===== src/rtl/keypad_pkg.sv =====
// Shared types and constants for the 4x4 keypad entry block.
//   scan_state_e : scanner FSM states
//   KEY_*        : 4-bit key codes (digits use their own BCD value)
//   keymap()     : (row index, column index) -> key code
//   low_row()    : index of the lowest-numbered low row in an active-low pattern
package keypad_pkg;

  typedef enum logic [1:0] {SCAN, DEBOUNCE, HOLD, RELEASE} scan_state_e;

  localparam logic [3:0] KEY_0    = 4'h0;
  localparam logic [3:0] KEY_1    = 4'h1;
  localparam logic [3:0] KEY_2    = 4'h2;
  localparam logic [3:0] KEY_3    = 4'h3;
  localparam logic [3:0] KEY_4    = 4'h4;
  localparam logic [3:0] KEY_5    = 4'h5;
  localparam logic [3:0] KEY_6    = 4'h6;
  localparam logic [3:0] KEY_7    = 4'h7;
  localparam logic [3:0] KEY_8    = 4'h8;
  localparam logic [3:0] KEY_9    = 4'h9;
  localparam logic [3:0] KEY_A    = 4'hA;
  localparam logic [3:0] KEY_B    = 4'hB;
  localparam logic [3:0] KEY_C    = 4'hC;
  localparam logic [3:0] KEY_D    = 4'hD;
  localparam logic [3:0] KEY_STAR = 4'hE;
  localparam logic [3:0] KEY_HASH = 4'hF;

  function automatic logic [3:0] keymap(input logic [1:0] r, input logic [1:0] c);
    logic [3:0] k;
    case ({r, c})
      4'h0: k = KEY_1;    4'h1: k = KEY_2;    4'h2: k = KEY_3;    4'h3: k = KEY_A;
      4'h4: k = KEY_4;    4'h5: k = KEY_5;    4'h6: k = KEY_6;    4'h7: k = KEY_B;
      4'h8: k = KEY_7;    4'h9: k = KEY_8;    4'hA: k = KEY_9;    4'hB: k = KEY_C;
      4'hC: k = KEY_STAR; 4'hD: k = KEY_0;    4'hE: k = KEY_HASH; default: k = KEY_D;
    endcase
    return k;
  endfunction

  function automatic logic [1:0] low_row(input logic [3:0] rs);
    logic [1:0] r;
    if (!rs[0])      r = 2'd0;
    else if (!rs[1]) r = 2'd1;
    else if (!rs[2]) r = 2'd2;
    else             r = 2'd3;
    return r;
  endfunction

endpackage


===== src/rtl/keypad_entry_scanner.sv =====
// Keypad scanner: row synchronizer, one-hot column drive, scan/debounce FSM.
//   clk, rst  : clock, synchronous active-high reset
//   row       : raw active-low rows (asynchronous)
//   col       : active-low one-hot column drive
//   key_code  : code of the accepted key (valid with key_stb)
//   key_stb   : single-cycle strobe, combinational, on the accepting edge
module keypad_entry_scanner
  import keypad_pkg::*;
#(
  parameter int SCAN_DIV     = 4,
  parameter int DEBOUNCE_CYC = 8
) (
  input  logic       clk,
  input  logic       rst,
  input  logic [3:0] row,
  output logic [3:0] col,
  output logic [3:0] key_code,
  output logic       key_stb
);

  localparam int DIV_W = $clog2(SCAN_DIV);
  localparam int DEB_W = $clog2(DEBOUNCE_CYC);
  localparam logic [DIV_W-1:0] DIV_LAST = DIV_W'(SCAN_DIV - 1);
  localparam logic [DEB_W-1:0] DEB_LAST = DEB_W'(DEBOUNCE_CYC - 1);

  logic [3:0]       row_meta_q, rs_q;
  scan_state_e      state_q, state_d;
  logic [1:0]       col_idx_q, col_idx_d;
  logic [DIV_W-1:0] div_q, div_d;
  logic [DEB_W-1:0] deb_q, deb_d;
  logic [3:0]       pat_q, pat_d;
  logic [3:0]       key_q, key_d;

  always_ff @(posedge clk) begin
    if (rst) begin
      // idle rows read high, so reset the synchronizer to "no key"
      row_meta_q <= 4'hF;
      rs_q       <= 4'hF;
      state_q    <= SCAN;
      col_idx_q  <= 2'd0;
      div_q      <= '0;
      deb_q      <= '0;
      pat_q      <= 4'hF;
      key_q      <= 4'h0;
    end else begin
      row_meta_q <= row;
      rs_q       <= row_meta_q;
      state_q    <= state_d;
      col_idx_q  <= col_idx_d;
      div_q      <= div_d;
      deb_q      <= deb_d;
      pat_q      <= pat_d;
      key_q      <= key_d;
    end
  end

  always_comb begin
    state_d   = state_q;
    col_idx_d = col_idx_q;
    div_d     = div_q;
    deb_d     = deb_q;
    pat_d     = pat_q;
    key_d     = key_q;
    key_stb   = 1'b0;
    case (state_q)
      SCAN: begin
        // sample only on the last dwell cycle so the synchronizer has
        // settled on this column's rows
        if (div_q == DIV_LAST) begin
          div_d = '0;
          if (rs_q != 4'hF) begin
            pat_d   = rs_q;
            key_d   = keymap(low_row(rs_q), col_idx_q);
            deb_d   = '0;
            state_d = DEBOUNCE;
          end else begin
            col_idx_d = col_idx_q + 2'd1;
          end
        end else begin
          div_d = div_q + 1'b1;
        end
      end
      DEBOUNCE: begin
        if (rs_q == pat_q) begin
          if (deb_q == DEB_LAST) begin
            key_stb = 1'b1;
            state_d = HOLD;
          end else begin
            deb_d = deb_q + 1'b1;
          end
        end else begin
          state_d   = SCAN;
          col_idx_d = col_idx_q + 2'd1;
          div_d     = '0;
        end
      end
      HOLD: begin
        if (rs_q == 4'hF) begin
          deb_d   = '0;
          state_d = RELEASE;
        end
      end
      RELEASE: begin
        // any bounce back low re-arms the hold without re-issuing the key
        if (rs_q != 4'hF) begin
          state_d = HOLD;
        end else if (deb_q == DEB_LAST) begin
          state_d   = SCAN;
          col_idx_d = col_idx_q + 2'd1;
          div_d     = '0;
        end else begin
          deb_d = deb_q + 1'b1;
        end
      end
      default: state_d = SCAN;
    endcase
  end

  assign col      = ~(4'b0001 << col_idx_q);
  assign key_code = key_q;

endmodule


===== src/rtl/keypad_entry.sv =====
// 4-digit BCD keypad entry with commit, backspace, clear and mode toggle.
//   clk, rst : clock, synchronous active-high reset
//   row/col  : keypad matrix (active-low)
//   entry    : live BCD entry, newest digit in [3:0]
//   count    : digits entered, 0..4
//   value    : committed BCD preset
//   load     : one-cycle pulse after value is updated
//   mode     : 0 counter, 1 timer
module keypad_entry
  import keypad_pkg::*;
#(
  parameter int          SCAN_DIV     = 4,
  parameter int          DEBOUNCE_CYC = 8,
  parameter logic [15:0] RESET_VALUE  = 16'h9999
) (
  input  logic        clk,
  input  logic        rst,
  input  logic [3:0]  row,
  output logic [3:0]  col,
  output logic [15:0] entry,
  output logic [2:0]  count,
  output logic [15:0] value,
  output logic        load,
  output logic        mode
);

  logic [3:0]  key_code;
  logic        key_stb;
  logic [15:0] entry_q, entry_d, value_q, value_d;
  logic [2:0]  count_q, count_d;
  logic        load_q, load_d, mode_q, mode_d;

  keypad_entry_scanner #(
    .SCAN_DIV    (SCAN_DIV),
    .DEBOUNCE_CYC(DEBOUNCE_CYC)
  ) u_scan (
    .clk     (clk),
    .rst     (rst),
    .row     (row),
    .col     (col),
    .key_code(key_code),
    .key_stb (key_stb)
  );

  always_ff @(posedge clk) begin
    if (rst) begin
      entry_q <= 16'h0000;
      count_q <= 3'd0;
      value_q <= RESET_VALUE;
      load_q  <= 1'b0;
      mode_q  <= 1'b1;
    end else begin
      entry_q <= entry_d;
      count_q <= count_d;
      value_q <= value_d;
      load_q  <= load_d;
      mode_q  <= mode_d;
    end
  end

  always_comb begin
    entry_d = entry_q;
    count_d = count_q;
    value_d = value_q;
    load_d  = 1'b0;
    mode_d  = mode_q;
    if (key_stb) begin
      if (key_code <= KEY_9) begin
        // a fifth digit shifts the oldest one out
        entry_d = {entry_q[11:0], key_code};
        count_d = (count_q == 3'd4) ? 3'd4 : count_q + 3'd1;
      end else begin
        case (key_code)
          KEY_A: begin
            entry_d = {4'h0, entry_q[15:4]};
            count_d = (count_q == 3'd0) ? 3'd0 : count_q - 3'd1;
          end
          KEY_STAR: begin
            entry_d = 16'h0000;
            count_d = 3'd0;
          end
          KEY_HASH: begin
            if (count_q != 3'd0) begin
              value_d = entry_q;
              load_d  = 1'b1;
              entry_d = 16'h0000;
              count_d = 3'd0;
            end
          end
          KEY_D:   mode_d = ~mode_q;
          default: ;
        endcase
      end
    end
  end

  assign entry = entry_q;
  assign count = count_q;
  assign value = value_q;
  assign load  = load_q;
  assign mode  = mode_q;

endmodule

===== config.mk =====
export PLATFORM = sky130hd
export DESIGN_NAME = keypad_entry
export DESIGN_NICKNAME = d
export VERILOG_FILES = /design/src/rtl/keypad_pkg.sv /design/src/rtl/keypad_entry_scanner.sv /design/src/rtl/keypad_entry.sv
export SDC_FILE = /design/constraint.sdc
export NUM_CORES = 1
export LEC_CHECK = 0
export BUFFER_PORTS_ARGS = -buffer_cell sky130_fd_sc_hd__buf_4
export CAP_MARGIN = 20
export CORE_MARGIN = 2
export CORE_UTILIZATION = 30
export CTS_BUF_LIST = sky130_fd_sc_hd__clkbuf_4
export DETAILED_ROUTE_END_ITERATION = 10
export RECOVER_POWER = 25
export SYNTH_ARGS = -nofsm -noshare
export SYNTH_HDL_FRONTEND = slang
export SYNTH_HIERARCHICAL = 1
export SYNTH_SLANG_ARGS = --single-unit

===== constraint.sdc =====
create_clock -name clk -period 1.98 [get_ports clk]
set_input_delay 0.297 -clock clk [delete_from_list [all_inputs] [get_ports clk]]
set_output_delay 0.297 -clock clk [all_outputs]
set_load 0.005 [all_outputs]

# Word level (Yosys, flattened, before mapping)
# Memory sizes are Yosys's and may differ from the RTL's. A register that Yosys moved wholly into a read port is not among the register bits.
# Cells that the tools add are included.
# Widths: inputs -> output; s select.
[word_totals]
register_bits = 58
latchBits = 0
mem_bits_rw = 0
rom_bits = 64
in_bits = 6
output_inout_bits = 41
wordCells = 106
mem_count = 1
[memory_table]
columns = ["memory", "words", "word_bits", "rd", "rd_ports_with_merged_regs", "write_ports", "line", "rtl"]
rows = [
  ["(no name shown)", 16, 4, 1, 1, 0, "keypad_pkg.sv:29", "case ({r, c})"],
]
[op_classes]
add_sub_neg = 5
mul = 0
n_div = 0
order_cmp = 1
eq_ne = 24
shift = 1
muxes = 43
bitwise_logic = 5
reduce_logical = 14
[op_table]
columns = ["op", "n"]
rows = [
  ["$pmux 16 s3", 1],
  ["$mux 2", 20],
  ["$mux 16", 2],
  ["$mux 3", 10],
  ["$eq 4x4->1 const B", 5],
  ["$pmux 2 s3", 2],
  ["$pmux 3 s4", 1],
  ["$ne 2x1->1 const B", 5],
  ["$reduce_and 5->1", 2],
  ["$pmux 3 s3", 1],
  ["$reduce_and 3->1", 3],
  ["$pmux 2 s4", 1],
  ["$reduce_and 4->1", 2],
  ["$add 3x1->3 const B", 2],
  ["$eq 2x2->1 const B", 3],
  ["$eq 3x3->1 const B", 2],
  ["$ne 2x2->1 const B", 3],
  ["$ne 3x3->1 const B", 2],
  ["$reduce_and 6->1", 1],
  ["$reduce_bool 3->1", 2],
  ["$mux 1", 5],
  ["$add 2x1->2 const B", 2],
  ["$eq 4x4->1", 1],
  ["$le 4x4->1 const B", 1],
  ["other kinds (11)", 14],
]

# Depth between registers and ports, before layout
# Gate-level depths: netlist of run 1.
[depth]
ltp_word = 6
depth_mapped = 10
ltp_nobuf = 8

# Hierarchy
# The synthesis of run 1 kept the hierarchy.
[by_module_without_submodules]
columns = ["module", "n_inst", "cells_each", "area_each_um2", "seq_area_each_um2"]
rows = [
  ["keypad_entry", 1, 190, 1715.4, 740.7],
  ["keypad_entry_scanner", 1, 144, 1280.0, 500.5],
]

# Worst setup path before layout of run 1
# No wires, ideal clock.
[synth_timing]
path_kind = "register to register"
start = "register u_scan.rs_q[1]"
end = "register value_q[12] (netlist: value[12])"
setup_time_ps = 130
arrival_ps = 1985
t_required_ps = 1850
setup_slack_ps = -134
path_stages_with_launch = 11
path_buffers = 2
synth_period_minus_slack_ps = 2114
cell_sequence = "dfxtp_1 -> buf_6 -> xor2_1 -> nor4_1 -> nand3_1 -> inv_1 -> o2111a_1 -> nand4_2 -> buf_4 -> mux2i_1 -> nand2_1"
[synth_via]
elab_chain_len = 4
[synth_rtl]
columns = ["item", "line", "rtl"]
rows = [
  ["start, declared", "keypad_entry_scanner.sv:26", "logic [3:0] row_meta_q, rs_q;"],
  ["start signal, assigned", "keypad_entry_scanner.sv:47", "rs_q <= row_meta_q;"],
  ["$eq 4x4->1", "keypad_entry_scanner.sv:84", "if (rs_q == pat_q) begin"],
  ["$mux 1", "keypad_entry_scanner.sv:84", ""],
  ["$mux 1", "keypad_entry_scanner.sv:65", "case (state_q)"],
  ["via key_stb", "keypad_entry.sv:28", "logic key_stb;"],
  ["$reduce_and 4->1 (no source line)", "--", ""],
  ["end signal, assigned", "keypad_entry.sv:55", "value_q <= value_d;"],
  ["end, declared", "keypad_entry.sv:29", "logic [15:0] entry_q, entry_d, value_q, value_d;"],
]
# The timed path passes the listed nets, and every way through them passes these cells.
# A chain may end at the register's enable or synchronous reset.

# Worst setup path in the final report of run 1
[layout_timing]
start = "register u_scan.pat_q[3]"
end = "register value_q[12] (netlist: value[12])"
[layout_via]
elab_chain_len = 4
[layout_rtl]
columns = ["item", "line", "rtl"]
rows = [
  ["start, declared", "keypad_entry_scanner.sv:31", "logic [3:0] pat_q, pat_d;"],
  ["start signal, assigned", "keypad_entry_scanner.sv:52", "pat_q <= pat_d;"],
  ["$eq 4x4->1", "keypad_entry_scanner.sv:84", ""],
  ["$mux 1", "keypad_entry_scanner.sv:84", ""],
  ["$mux 1", "keypad_entry_scanner.sv:65", ""],
  ["via key_stb", "keypad_entry.sv:28", ""],
  ["$reduce_and 4->1 (no source line)", "--", ""],
]
# The timed path passes the listed nets, and every way through them passes these cells.

==> flow_metrics.tcl, run 1 <==
set metrics [dict create \
    cap_violations 0 \
    gr-max-usage-layer "met2" \
    worstSetupPathType "reg2reg" \
    gp_congestion 0.765 \
    drc_errors 0 \
    ir_worst_vdd_uv 303 \
    grt_pass1_vias 2426 \
    grt_overflow 0 \
    ys_types 51 \
    syn_nets 352 \
    grt_antenna_before_repair 0 \
    synth_edf_count 0 \
    netlist_area_um2 3000 \
    synthFlopType "dfxtp_1" \
    comb_power_share 0.084 \
    clk_pin_slew_ns 0.10 \
    crit_path_start_kind "register" \
    cts_hold_buffers 0 \
    grt_max_degree 44 \
    finalCritPeriodShare 0.986 \
    synth_area_leaders "dfxtp_1 (41%), mux2i_1 (5.7%), ha_1 (5.0%)" \
    critPathCaptureType "register" \
    finalInstanceArea_um2 3920 \
    hold_ws_ns 0.0697 \
    h-tree-depth 3 \
    drive_gt1_frac 0.352 \
    p_clk_frac 0.397 \
    drtIter0Drc 92 \
    grt_use_total 0.129 \
    hp-class "in2reg" \
    critical_path.max_fanout 22 \
    initial_core_util 0.308 \
    grtUsageMet1 0.152 \
    cts_root_buffer "clkbuf_4" \
    post_drt_via_cell_ratio 4.82 \
    leakagePower_uw 0.00162 \
    numCtsBuffers 9 \
    required_ns 2.26 \
    crit_arrival_ns 2.24 \
    grt_pass1_wl_mm 11.6 \
    report.final.slew_viol_count 0 \
    postSynthAreaPerCell_um2 8.97 \
    setup_viol 0 \
    cp-startpoint "u_scan/pat_q[3]" \
    die_h_um 104 \
    hold_viol 0 \
    powerDensity_nw_per_um2 637 \
    dieArea_um2 10800 \
    post_dp_cell_area_um2 3590 \
    syn2layout_area_growth_pct 31.0 \
    ys_ff_latch 62 \
    reg2regPathDepth 9 \
    min_period_ns 1.95 \
    seq_power_share 0.519 \
    syn_inst 334 \
    regToRegSetupSlack_ns 0.03 \
    synth-async-reset-ratio 0 \
    synth-seq-area-share 0.414 \
    outcome "finished clean" \
    yosysWarningCount 6 \
    p_int_uw 1900 \
    r2r_start "u_scan/pat_q[3]" \
    fmaxAchievable_mhz 512 \
    clock_path_buffers 2 \
    rsz0062_at_grt "true" \
    num_io_pins 47 \
    port_buffers 46 \
    first_pass_iters 4 \
    met3_usage 0.0376 \
    vias 2576 \
    yosysTopAreaCell "dfxtp_1" \
    sw_frac_of_total 0.241 \
    die_w_um 104 \
    finalNetCount 414 \
    finClkSkew_ns 0.0186 \
    cts_tree "yes" \
    wirelength_mm 6.86 \
    cts.sinks 62 \
    wire_per_inst_um 12.8 \
    ant_nets 0 \
    timing.rr.end "value[12]" \
    relSlewSlack 0.442 \
    clk_latency_ns 0.41 \
    num_rows 36 \
    crit_end "value[12]" \
    place_hpwl_mm 4.79 \
    netSwitchingPower_uw 603 \
    fp.coreArea_um2 9730 \
    num_antenna_cells 0 \
    synth_top_area_share 0.414 \
    grtUsageMet2 0.223 \
    worstMarginPinSlew_ns 0.837 \
]
## critical path, stage by stage (launching register included)
cell	delay [ns]
dfxtp_2	0.34
xor2_1	0.18
nor4_2	0.30
nand3_1	0.16
inv_2	0.10
o2111a_1	0.21
nand4_2	0.13
buf_12	0.18
mux2i_1	0.16
nand2_1	0.07
## through the flow
stage | total power, uW | setup slack, ns | std cells | util | TNS, ns
floorplan | 1460 | 0.0129 | 334 | - | 0
global placement | 1520 | 0.0641 | 516 | 0.369 | 0
detailed placement | 1530 | -0.00462 | 516 | 0.369 | -0.00462
CTS | 2530 | -0.0258 | 534 | 0.387 | -0.0303
global route | 2630 | -0.181 | 534 | 0.403 | -2.44
finish | 2500 | 0.0283 | 534 | 0.403 | 0
## registers in the layout, summed over array words and instances (netlist names)
| signal | flops |
|---|---|
| u_scan/deb_q | 3 |
| u_scan/state_q | 2 |
| u_scan/key_code | 4 |
| mode | 1 |
| u_scan/col_idx_q | 2 |
| entry | 16 |
| load | 1 |
| u_scan/rs_q | 4 |
| u_scan/div_q | 2 |
| u_scan/row_meta_q | 4 |
| count | 3 |
| value | 16 |
| u_scan/pat_q | 4 |
## layout by cell type (no fill, tap or decap), types with 5 or more instances in the layout
| cell type | Yosys | layout |
|---|---|---|
| mux2i_1 | 17 | 17 |
| clkbuf_4 | 0 | 20 |
| o21ai_0 | 8 | 6 |
| or2_2 | 8 | 8 |
| nand2b_1 | 11 | 11 |
| a221oi_2 | 3 | 13 |
| buf_4 | 1 | 60 |
| nand3_1 | 10 | 10 |
| a211oi_2 | 0 | 11 |
| a21oi_1 | 16 | 14 |
| inv_1 | 26 | 25 |
| nand2_1 | 35 | 35 |
| nand3b_1 | 8 | 8 |
| dfxtp_1 | 62 | 59 |
| ha_1 | 12 | 12 |
| o211ai_1 | 6 | 6 |
| nor2_1 | 20 | 20 |
| xor2_1 | 5 | 5 |
## synthesized netlist by cell type, drive strengths merged, types with 4 or more instances
library cell / instances
a211oi: 14
a21oi: 18
a221oi: 13
buf: 14
clkbuf: 9
dfxtp: 62
ha: 12
inv: 26
mux2i: 17
nand2: 35
nand2b: 12
nand3: 10
nand3b: 8
nor2: 20
nor3: 4
o211ai: 6
o21ai: 11
or2: 9
xor2: 5
## kinds of logic after synthesis
logic type | synth area share
flip-flops | 0.414
XOR/XNOR | 0.0175
multiplexers | 0.0606
AND/OR/NAND/NOR | 0.193
adder cells (fa/ha/maj) | 0.0535
buffers and inverters | 0.0764
AO/OA/AOI/OAI | 0.185
## power by group through the flow
| stage | Clock, uW | Combinational [uW] | Sequential, uW |
|---|---|---|---|
| 2_1_floorplan | 0 | 142 | 1320 |
| 3_3_place_gp | 0 | 200 | 1320 |
| 3_5_place_dp | 0 | 202 | 1320 |
| 4_1_cts | 1020 | 209 | 1300 |
| 5_1_grt | 1090 | 238 | 1300 |
| 6_report | 992 | 210 | 1300 |
## area by class of cell
class | instances | area [um^2]
fill | 1012 | 5810
multi-input combinational | 223 | 1670
sequential | 62 | 1240
timing repair buffer | 74 | 579
tap | 133 | 166
inverter | 26 | 97.6
clock inverter | 6 | 86.3
clock buffer | 10 | 75.1
## routing by layer
layer / up-vias / share of wire
met5: - / 0
met4: 0 / 0.018
met3: 14 / 0.042
met2: 46 / 0.51
met1: 1208 / 0.43
li1: 1308 / -
## worst min-delay path by stage
stage	from	to	slack, ns	depth (start not counted)
CTS	row[1]	u_scan/row_meta_q[1]	0.05	2
detailed placement	u_scan/row_meta_q[3]	u_scan/rs_q[3]	0.39	1
global route	row[2]	u_scan/row_meta_q[2]	0.03	2
finish	row[0]	u_scan/row_meta_q[0]	0.07	2
floorplan	u_scan/row_meta_q[0]	u_scan/rs_q[0]	0.39	1
global placement	u_scan/row_meta_q[3]	u_scan/rs_q[3]	0.39	1
## repair_timing
action                                  CTS  global route
pin swaps                                 2            19
gates cloned                              0             0
endpoints found under the hold margin     0             0
setup buffers                             2             0
gates resized for setup                   2            33
endpoints found under the setup margin    3            33
(Power assumes the default switching activity.)
==> run 2, diff against run 1 <==
--- a/config.mk
+++ b/config.mk
@@ -8,9 +8,10 @@
 export BUFFER_PORTS_ARGS = -buffer_cell sky130_fd_sc_hd__buf_4
 export CAP_MARGIN = 20
 export CORE_MARGIN = 2
-export CORE_UTILIZATION = 30
+export CORE_UTILIZATION = 50
 export CTS_BUF_LIST = sky130_fd_sc_hd__clkbuf_4
 export DETAILED_ROUTE_END_ITERATION = 10
+export PLACE_DENSITY = 0.75
 export RECOVER_POWER = 25
 export SYNTH_ARGS = -nofsm -noshare
 export SYNTH_HDL_FRONTEND = slang
==> run 2 against run 1 <==
Net effect: the run now ends with setup timing left; non-clock buffer count fell by 3; sequential share of layout area rose by 1.5 points; combinational power barely moved; core utilization rose by 24 points; first-iteration DRC count is 96% higher; global-route usage up 8.2 points; setup slack worse by 0.062 ns; design area decreased by 4.7%; register-to-register slack worse by 0.06 ns; die area down 39%; via count decreased by 0.31%; power down 5.5%; largest cell class unchanged.
==> flow_metrics.tcl, run 2 (synthesis results as in run 1) <==
set metrics [dict create \
    outcome "finished with violations" \
    violations "setup timing" \
    cts_root_buffer "clkbuf_4" \
    h-tree-depth 3 \
    cts_hold_buffers 0 \
    finClkSkew_ns 0.0203 \
    clock_path_buffers 2 \
    post_drt_via_cell_ratio 5.43 \
    min-delay-start "row[1]" \
    numCtsBuffers 9 \
    initial_core_util 0.512 \
    first_pass_iters 4 \
    ir_worst_vdd_uv 562 \
    layout_common_cells "dfxtp_1 (60), buf_4 (58), nand2_1 (35)" \
    critPathCaptureType "register" \
    finalNetCount 411 \
    crit_arrival_ns 2.36 \
    ant_nets 0 \
    num_io_pins 47 \
    ff_latch_area_um2 1240 \
    critPathSlowestCell "or4_1" \
    leakagePower_uw 0.00157 \
    powerDensity_nw_per_um2 632 \
    fp.coreArea_um2 5850 \
    place_inst 454 \
    clk_latency_ns 0.41 \
    num_antenna_cells 0 \
    port_buffers 46 \
    cts.sinks 62 \
    cts_tree "yes" \
    worstMarginPinSlew_ns 0.494 \
    report.final.slew_viol_count 0 \
    grt_use_total 0.211 \
    grt_pass1_vias 2302 \
    final_common_cell "dfxtp_1" \
    critical_path.max_fanout 14 \
    clk_pin_slew_ns 0.10 \
    die_w_um 81.4 \
    drive_gt1_frac 0.299 \
    num_rows 28 \
    required_ns 2.33 \
    wirelength_mm 6.56 \
    die_h_um 81.4 \
    fillers 488 \
    grt_overflow 0 \
    grt_antenna_before_repair 0 \
    multi_input_area_um2 1610 \
    dp_slack_ns -0.0320 \
    hold_viol 0 \
    gp_congestion 0.775 \
    r2r_start "u_scan/pat_q[2]" \
    relSlewSlack 0.671 \
    hp-class "in2reg" \
    layout_setup_ws_ns -0.0340 \
    dieArea_um2 6630 \
    wire_per_inst_um 13.9 \
    worstSetupPathType "reg2reg" \
    grt_pass1_wl_mm 10.7 \
    drtIter0Drc 180 \
    cap_violations 0 \
    crit_path_start_kind "register" \
    cp_top_family "simple AND/OR/NAND/NOR gates" \
    vias 2568 \
    slowest_delay_ns 0.48 \
    final_util 0.639 \
    drc_errors 0 \
    cp-startpoint "u_scan/pat_q[2]" \
    fmaxAchievable_mhz 497 \
    hold_ws_ns 0.0720 \
    syn2layout_area_growth_pct 24.8 \
    min_period_ns 2.01 \
    place_hpwl_mm 4.69 \
    rsz0062_at_grt "true" \
    grt_max_degree 34 \
    finalCritPeriodShare 1.02 \
    cp_cell_sequence "xor2_1 > nor4_2 > nand3_1 > inv_2 > nand2_1 > buf_6 > or4_1 > a21oi_2" \
    instances_no_fill 473 \
    setup_viol 12 \
    critPathBufInv 2 \
]
-- run 2: worst register-to-register path, delay by kind of cell, from the launching register on --
family,cells,cell delay (ns)
AO/OA/AOI/OAI,1,0.13
XOR/XNOR,1,0.18
buffers and inverters,2,0.26
flip-flops,1,0.34
AND/OR/NAND/NOR,4,1.05
-- run 2: worst paths after layout --
check                                            end  slack [ns]  cells past startpoint
worst min register to register        u_scan/rs_q[3]        0.42                      1
worst max-delay path                        entry[3]       -0.03                      8
worst min-delay path            u_scan/row_meta_q[1]        0.07                      2
worst max register to register              entry[3]       -0.03                      8
-- run 2: per-stage QoR --
step	total power, uW	TNS (ns)	cell area, um^2
after floorplan	1460	0	3000
after CTS	2370	-0.0347	3650
after global placement	1510	0	3500
after detailed placement	1520	-0.0374	3500
final	2360	-0.149	3740
after global routing	2470	-3.39	3740
-- run 2: area by class of cell --
cell class / count / share of cell area
clock buffers: 10 / 0.0201
clock inverters: 6 / 0.0167
inverters: 26 / 0.0261
multi-input cells: 223 / 0.430
flip-flops and latches: 62 / 0.333
well taps: 75 / 0.0251
repair buffers: 71 / 0.149
-- run 2: layer usage --
metal	part of all wire	vias up	routed length (um)	global-route usage
li1	-	1290	-	-
met1	0.44	1210	2910	0.254
met2	0.50	58	3280	0.352
met3	0.042	10	277	0.0600
met4	0.014	0	94	0.0847
met5	0	-	0	0
-- run 2: what timing repair did --
item | in CTS | in global routing
pin swaps | 3 | 5
endpoints found under the setup margin | 10 | 31
setup buffers | 2 | 1
gates resized for setup | 0 | 16
-- run 2: power breakdown --
group          internal [uW]  switching [uW]
Clock                    394             461
Combinational           98.4             109
Sequential              1270            25.9
Total                   1770             596
